**src/rtl/io_trace_monitor.sv**
```systemverilog
// I/O write tracer and run supervisor for the 8-bit microcontroller: captures masked port
// writes into a timestamped FIFO and flags program halt (repeated PC fetch) or run timeout.
module io_trace_monitor #(
    parameter int DATA_W   = 8,
    parameter int ADDR_W   = 4,
    parameter int PC_W     = 8,
    parameter int DEPTH    = 16,
    parameter int TS_W     = 16,
    parameter int HALT_REP = 3,
    parameter int TIMEOUT  = 1000
) (
    input  logic                     clk,
    input  logic                     reset,
    input  logic                     start,
    input  logic [2**ADDR_W-1:0]     port_mask,
    input  logic [ADDR_W-1:0]        io_addr,
    input  logic [DATA_W-1:0]        io_data,
    input  logic                     io_we,
    input  logic                     ifetch,
    input  logic [PC_W-1:0]          pc,
    input  logic                     rd_en,
    output logic                     rd_valid,
    output logic [TS_W-1:0]          rd_ts,
    output logic [ADDR_W-1:0]        rd_addr,
    output logic [DATA_W-1:0]        rd_data,
    output logic [$clog2(DEPTH):0]   count,
    output logic                     overflow,
    output logic [1:0]               state,
    output logic [TS_W-1:0]          cycles
);

    localparam int PTR_W = $clog2(DEPTH);
    localparam int CNT_W = PTR_W + 1;
    localparam int REP_W = $clog2(HALT_REP + 1);
    localparam int ENT_W = TS_W + ADDR_W + DATA_W;

    typedef enum logic [1:0] {
        ST_IDLE    = 2'd0,
        ST_RUN     = 2'd1,
        ST_HALTED  = 2'd2,
        ST_TIMEOUT = 2'd3
    } state_t;

    state_t             state_q, state_d;
    logic [TS_W-1:0]    cycles_q, cycles_d;
    logic [PTR_W-1:0]   wr_ptr_q, wr_ptr_d;
    logic [PTR_W-1:0]   rd_ptr_q, rd_ptr_d;
    logic [CNT_W-1:0]   count_q, count_d;
    logic               overflow_q, overflow_d;
    logic               rd_valid_q, rd_valid_d;
    logic [TS_W-1:0]    rd_ts_q, rd_ts_d;
    logic [ADDR_W-1:0]  rd_addr_q, rd_addr_d;
    logic [DATA_W-1:0]  rd_data_q, rd_data_d;
    logic [PC_W-1:0]    last_pc_q, last_pc_d;
    logic [REP_W-1:0]   rep_q, rep_d;

    logic [ENT_W-1:0]   fifo_mem [DEPTH];
    logic [ENT_W-1:0]   head_entry;
    logic               push, pop, full, wr_en, halt_hit, timeout_hit;

    assign head_entry = fifo_mem[rd_ptr_q];

    always_comb begin
        state_d     = state_q;
        cycles_d    = cycles_q;
        wr_ptr_d    = wr_ptr_q;
        rd_ptr_d    = rd_ptr_q;
        count_d     = count_q;
        overflow_d  = overflow_q;
        rd_valid_d  = 1'b0;
        rd_ts_d     = rd_ts_q;
        rd_addr_d   = rd_addr_q;
        rd_data_d   = rd_data_q;
        last_pc_d   = last_pc_q;
        rep_d       = rep_q;
        halt_hit    = 1'b0;
        timeout_hit = 1'b0;

        push  = (state_q == ST_RUN) && io_we && port_mask[io_addr];
        pop   = rd_en && (count_q != '0);
        full  = (count_q == CNT_W'(DEPTH));
        // A full FIFO still accepts a push when a pop frees the head slot in the same cycle.
        wr_en = push && (!full || pop);

        if (push && full && !pop) begin
            overflow_d = 1'b1;
        end
        if (pop) begin
            rd_valid_d = 1'b1;
            rd_ts_d    = head_entry[ENT_W-1 -: TS_W];
            rd_addr_d  = head_entry[DATA_W +: ADDR_W];
            rd_data_d  = head_entry[DATA_W-1:0];
            rd_ptr_d   = rd_ptr_q + PTR_W'(1);
        end
        if (wr_en) begin
            wr_ptr_d = wr_ptr_q + PTR_W'(1);
        end
        unique case ({wr_en, pop})
            2'b10:   count_d = count_q + CNT_W'(1);
            2'b01:   count_d = count_q - CNT_W'(1);
            default: count_d = count_q;
        endcase

        // rep_q == 0 means no fetch seen yet, so the first fetch never matches a stale PC.
        case (state_q)
            ST_RUN: begin
                if (ifetch) begin
                    last_pc_d = pc;
                    if ((rep_q != '0) && (pc == last_pc_q)) begin
                        rep_d = rep_q + REP_W'(1);
                    end else begin
                        rep_d = REP_W'(1);
                    end
                    halt_hit = (rep_d == REP_W'(HALT_REP));
                end
                timeout_hit = (cycles_q == TS_W'(TIMEOUT - 1));
                if (halt_hit) begin
                    state_d = ST_HALTED;
                end else if (timeout_hit) begin
                    state_d = ST_TIMEOUT;
                end else begin
                    cycles_d = cycles_q + TS_W'(1);
                end
            end
            default: begin
                if (start) begin
                    state_d    = ST_RUN;
                    cycles_d   = '0;
                    wr_ptr_d   = '0;
                    rd_ptr_d   = '0;
                    count_d    = '0;
                    overflow_d = 1'b0;
                    last_pc_d  = '0;
                    rep_d      = '0;
                end
            end
        endcase
    end

    always_ff @(posedge clk) begin
        if (reset) begin
            state_q    <= ST_IDLE;
            cycles_q   <= '0;
            wr_ptr_q   <= '0;
            rd_ptr_q   <= '0;
            count_q    <= '0;
            overflow_q <= 1'b0;
            rd_valid_q <= 1'b0;
            rd_ts_q    <= '0;
            rd_addr_q  <= '0;
            rd_data_q  <= '0;
            last_pc_q  <= '0;
            rep_q      <= '0;
        end else begin
            state_q    <= state_d;
            cycles_q   <= cycles_d;
            wr_ptr_q   <= wr_ptr_d;
            rd_ptr_q   <= rd_ptr_d;
            count_q    <= count_d;
            overflow_q <= overflow_d;
            rd_valid_q <= rd_valid_d;
            rd_ts_q    <= rd_ts_d;
            rd_addr_q  <= rd_addr_d;
            rd_data_q  <= rd_data_d;
            last_pc_q  <= last_pc_d;
            rep_q      <= rep_d;
        end
    end

    always_ff @(posedge clk) begin
        if (wr_en) begin
            fifo_mem[wr_ptr_q] <= {cycles_q, io_addr, io_data};
        end
    end

    assign state    = state_q;
    assign cycles   = cycles_q;
    assign count    = count_q;
    assign overflow = overflow_q;
    assign rd_valid = rd_valid_q;
    assign rd_ts    = rd_ts_q;
    assign rd_addr  = rd_addr_q;
    assign rd_data  = rd_data_q;

endmodule
```
**config.mk**
```make
export PLATFORM = sky130hd
export DESIGN_NAME = io_trace_monitor
export DESIGN_NICKNAME = d
export VERILOG_FILES = /design/src/rtl/io_trace_monitor.sv
export SDC_FILE = /design/constraint.sdc
export NUM_CORES = 1
export LEC_CHECK = 0
export BUFFER_PORTS_ARGS = -buffer_cell sky130_fd_sc_hd__buf_2
export CAP_MARGIN = 0
export CORE_MARGIN = 4
export CORE_UTILIZATION = 45
export DETAILED_ROUTE_END_ITERATION = 12
export PLACE_DENSITY_LB_ADDON = 0.08
export REMOVE_ABC_BUFFERS = 1
export SKIP_CTS_REPAIR_TIMING = 1
export SLEW_MARGIN = 0
export SYNTH_ARGS = -nofsm -noshare
export SYNTH_HDL_FRONTEND = slang
export SYNTH_SLANG_ARGS = --single-unit
```
**constraint.sdc**
```tcl
create_clock -name clk -period 5 [get_ports clk]
set_input_delay 0.5 -clock clk [delete_from_list [all_inputs] [get_ports clk]]
set_output_delay 0.5 -clock clk [all_outputs]
set_load 0.03 [all_outputs]
```
==> impl_metrics.csv <==
group,metric,value,unit
sta,slew_headroom,0.249,
grt,grt_pass1_vias,10700,
sta,setup_viol,0,
finish,fin_area,0.0231,sq mm
grt,grt_pass1_wl,67000,um
cts,htree_num_levels,2,
die,rows,77,
route,drc_errors,0,
place,dp_slack,1.54,ns
grt,grt_max_degree,58,
setup_path,r2r_slack,1.80,ns
route,vias,9980,
finish,areaGrowthSynthToFinish,14.8,%
cts,clock_sinks,519,
setup_path,r2r_end,"fifo_mem[1][18]",
finish,multiInputGateArea,0.00507,sq mm
place,dp.cells,1683,
logic_synthesis,ys.flop_type,"edfxtp_1",
sta,drv_slew,0,
logic_synthesis,synth_top_area_frac,0.668,
sta,timing.final.crit_period,3.20,ns
logic_synthesis,yosys-top-cells-area,"edfxtp_1 (67%), mux4_2 (16%), dfxtp_1 (7.1%)",
setup_path,rr_worst_depth,6,
hold_path,hp-start,"pc[0]",
route,drtAntennaViolNets,0,
route,vias_per_cell,5.58,
cts,cts_tree,"yes",
logic_synthesis,yosysSeqAreaShare,0.738,
cts,clk_latency,0.60,ns
logic_synthesis,synth-adder-area-share,0.00720,
place,portBuffers,94,
logic_synthesis,synth.distinct_cells,51,
sta,fmax,313,MHz
logic_synthesis,synth-seq-cells,519,
route,drt_iter0_markers,703,
hold_path,hold_path_depth,3,
finish,fin_cells,1787,
finish,antenna_cells,0,
logic_synthesis,yosysWarnings,0,
die,core,0.0442,sq mm
grt,track_usage,0.188,
sta,finalCritPeriodShare,0.640,
finish,fill_cells,3536,
die,pin_count,95,
die,die_w,220,um
logic_synthesis,synth.top_cells.by_count,"edfxtp_1 (448), mux4_2 (142), nand2_1 (76), dfxtp_1 (71), a21oi_1 (44)",
logic_synthesis,synth_edf_count,448,
logic_synthesis,synth_area,0.0202,sq mm
sta,worstMarginPinSlew,1.13,ns
power,finalPower,9.23,mW
logic_synthesis,synth_top_family_by_area,"multiplexers",
power,max-vdd-ir-drop,0.226,mV
setup_path,crit_arrival,3.40,ns
logic_synthesis,synth.avg_cell_area,19.6,sq um
sta,finalClockSkew,0.0227,ns
route,drt-total-wl,43900,um
place,place.gp.congestion,0.731,
route,wl_per_cell,24.5,um
flow_run,max-cap-violations,0,
logic_synthesis,synth_compound_area_frac,0.0225,
die,dieArea,0.0482,sq mm
logic_synthesis,synth-xor-area-share,0.0100,
cts,clock_path_buffers,3,
logic_synthesis,synth_simple_gate_area_frac,0.0476,
logic_synthesis,yosys.area.top_type,"edfxtp_1",
hold_path,hold-path-endpoint,"last_pc_q[0]",
setup_path,start_kind,"flip-flop",
place,postPlaceCellArea,0.0214,sq mm
finish,final_layout_size_suffix_gt1_frac,0.304,
grt,grt_overflow,0,
cts,cts_root_buf,"clkbuf_16",
logic_synthesis,syn-instance-count,1029,
logic_synthesis,synth.most_common_cell,"edfxtp_1",
setup_path,critical_path_class,"flip-flop to flip-flop",
cts,cts_buffers,55,
setup_path,cp.required,5.20,ns
sta,setup_ws,1.80,ns
sta,hold_violations,0,
setup_path,reg2reg_from,"state[1]",
die,die_h,220,um
sta,tns,0,ns
cts,clk_pin_slew,0.06,ns
logic_synthesis,synthMuxAreaShare,0.162,
power,leakagePower,7.48,nW
setup_path,critPathMaxFanout,28,
hold_path,hold_class,"input port to flip-flop",
die,initial_core_util,0.456,
finish,regArea,0.0149,sq mm
setup_path,critPathCaptureType,"flip-flop",
finish,nNetsFinal,1201,
logic_synthesis,async_flop_share,0,
grt,antenna_found_initial,0,
sta,rsz0062_at_grt,"false",
place,dp_hpwl,23900,um
outcome,status,"completed",
route,dr.pass1.iters,5,
power,p_per_area,399,mW/mm^2
-- flip-flops by register name (all words and copies together), names as in the netlist --
signal	cells
rep_q	2
cycles	16
wr_ptr_q	4
state	2
rd_valid	1
rd_ts	16
count	5
last_pc_q	8
rd_data	8
overflow	1
rd_addr	4
fifo_mem	448
rd_ptr_q	4
-- worst max-delay path, cell delays in order, from the launching register on --
cell	delay (ns)
dfxtp_1	0.33
nand2b_1	0.22
nor3b_1	0.44
nand4_1	0.26
a21o_1	0.34
nor3_1	0.24
and2_2	0.95
-- report_power, final --
group	switching [mW]	total [mW]	internal, mW	leakage (nW)
clock network	1.62	3.99	2.37	0.861
logic	0.278	0.485	0.207	1.93
registers	0.0472	4.76	4.71	4.69
-- worst max path at each step --
stage,slack (ns),endpoint,startpoint,cells after the start
6_report,1.80,fifo_mem[1][18],state[1],6
4_1_cts,1.77,fifo_mem[0][17],state[1],6
5_1_grt,1.60,fifo_mem[5][1],state[1],6
3_5_place_dp,1.54,count[4],io_addr[0],10
2_1_floorplan,-1.09,rd_addr[0],rd_ptr_q[0],4
3_3_place_gp,1.56,count[4],io_addr[0],10
-- final cells by class --
class / instances / area share
well taps: 592 / 0.0320
repair buffers: 114 / 0.0274
multi-input cells: 451 / 0.219
clock buffers: 83 / 0.0662
inverters: 7 / 0.00114
clock inverters: 21 / 0.0105
flip-flops and latches: 519 / 0.644
-- cell usage in the layout, fill, tap and decap left out, types with 4 or more instances in the layout --
master     synthesis  routed
edfxtp_1         448     448
mux4_2           142     142
buf_2             13      94
nand2_1           76      76
dfxtp_1           71      67
clkbuf_16          0      55
a21oi_1           44      44
nor2_1            32      31
clkbuf_1          33      23
buf_4              1      19
nand3_1           13      13
xnor2_1           13      13
nor3_1            10      10
xor2_1            10      10
ha_1              10      10
a22oi_1            8       8
clkinv_2           0       8
mux2i_1            7       7
and2_2             0       7
inv_1              6       6
nand4_1            6       6
or4_1              6       6
and3_2             1       5
nand3b_1           5       5
nor3b_1            5       5
clkbuf_8           1       5
bufinv_16          0       5
nand2b_1           4       4
a21o_1             4       4
and3_1             8       4
o21ai_0            4       4
-- per-stage QoR --
stage | hold slack, ns | util
2_1_floorplan | 0.430 | -
6_report | 0.180 | 0.523
4_1_cts | 0.132 | 0.523
3_3_place_gp | 0.433 | 0.483
5_1_grt | 0.171 | 0.523
3_5_place_dp | 0.444 | 0.483
-- logic make-up after synthesis --
kind of cell / Yosys count
flip-flops: 519
AND/OR/NAND/NOR: 192
multiplexers: 149
AO/OA/AOI/OAI: 76
buffers and inverters: 59
XOR/XNOR: 23
adder cells (fa/ha/maj): 11
-- routing by layer --
| layer | vias to the layer above | track usage | routed length (um) |
|---|---|---|---|
| met2 | 225 | 0.299 | 20800 |
| met4 | 0 | 0.0563 | 971 |
| met3 | 64 | 0.0281 | 1860 |
| li1 | 4426 | - | - |
| met5 | - | 0 | 0 |
| met1 | 5265 | 0.275 | 20200 |
No activity file was read; power rests on OpenSTA's default activity.
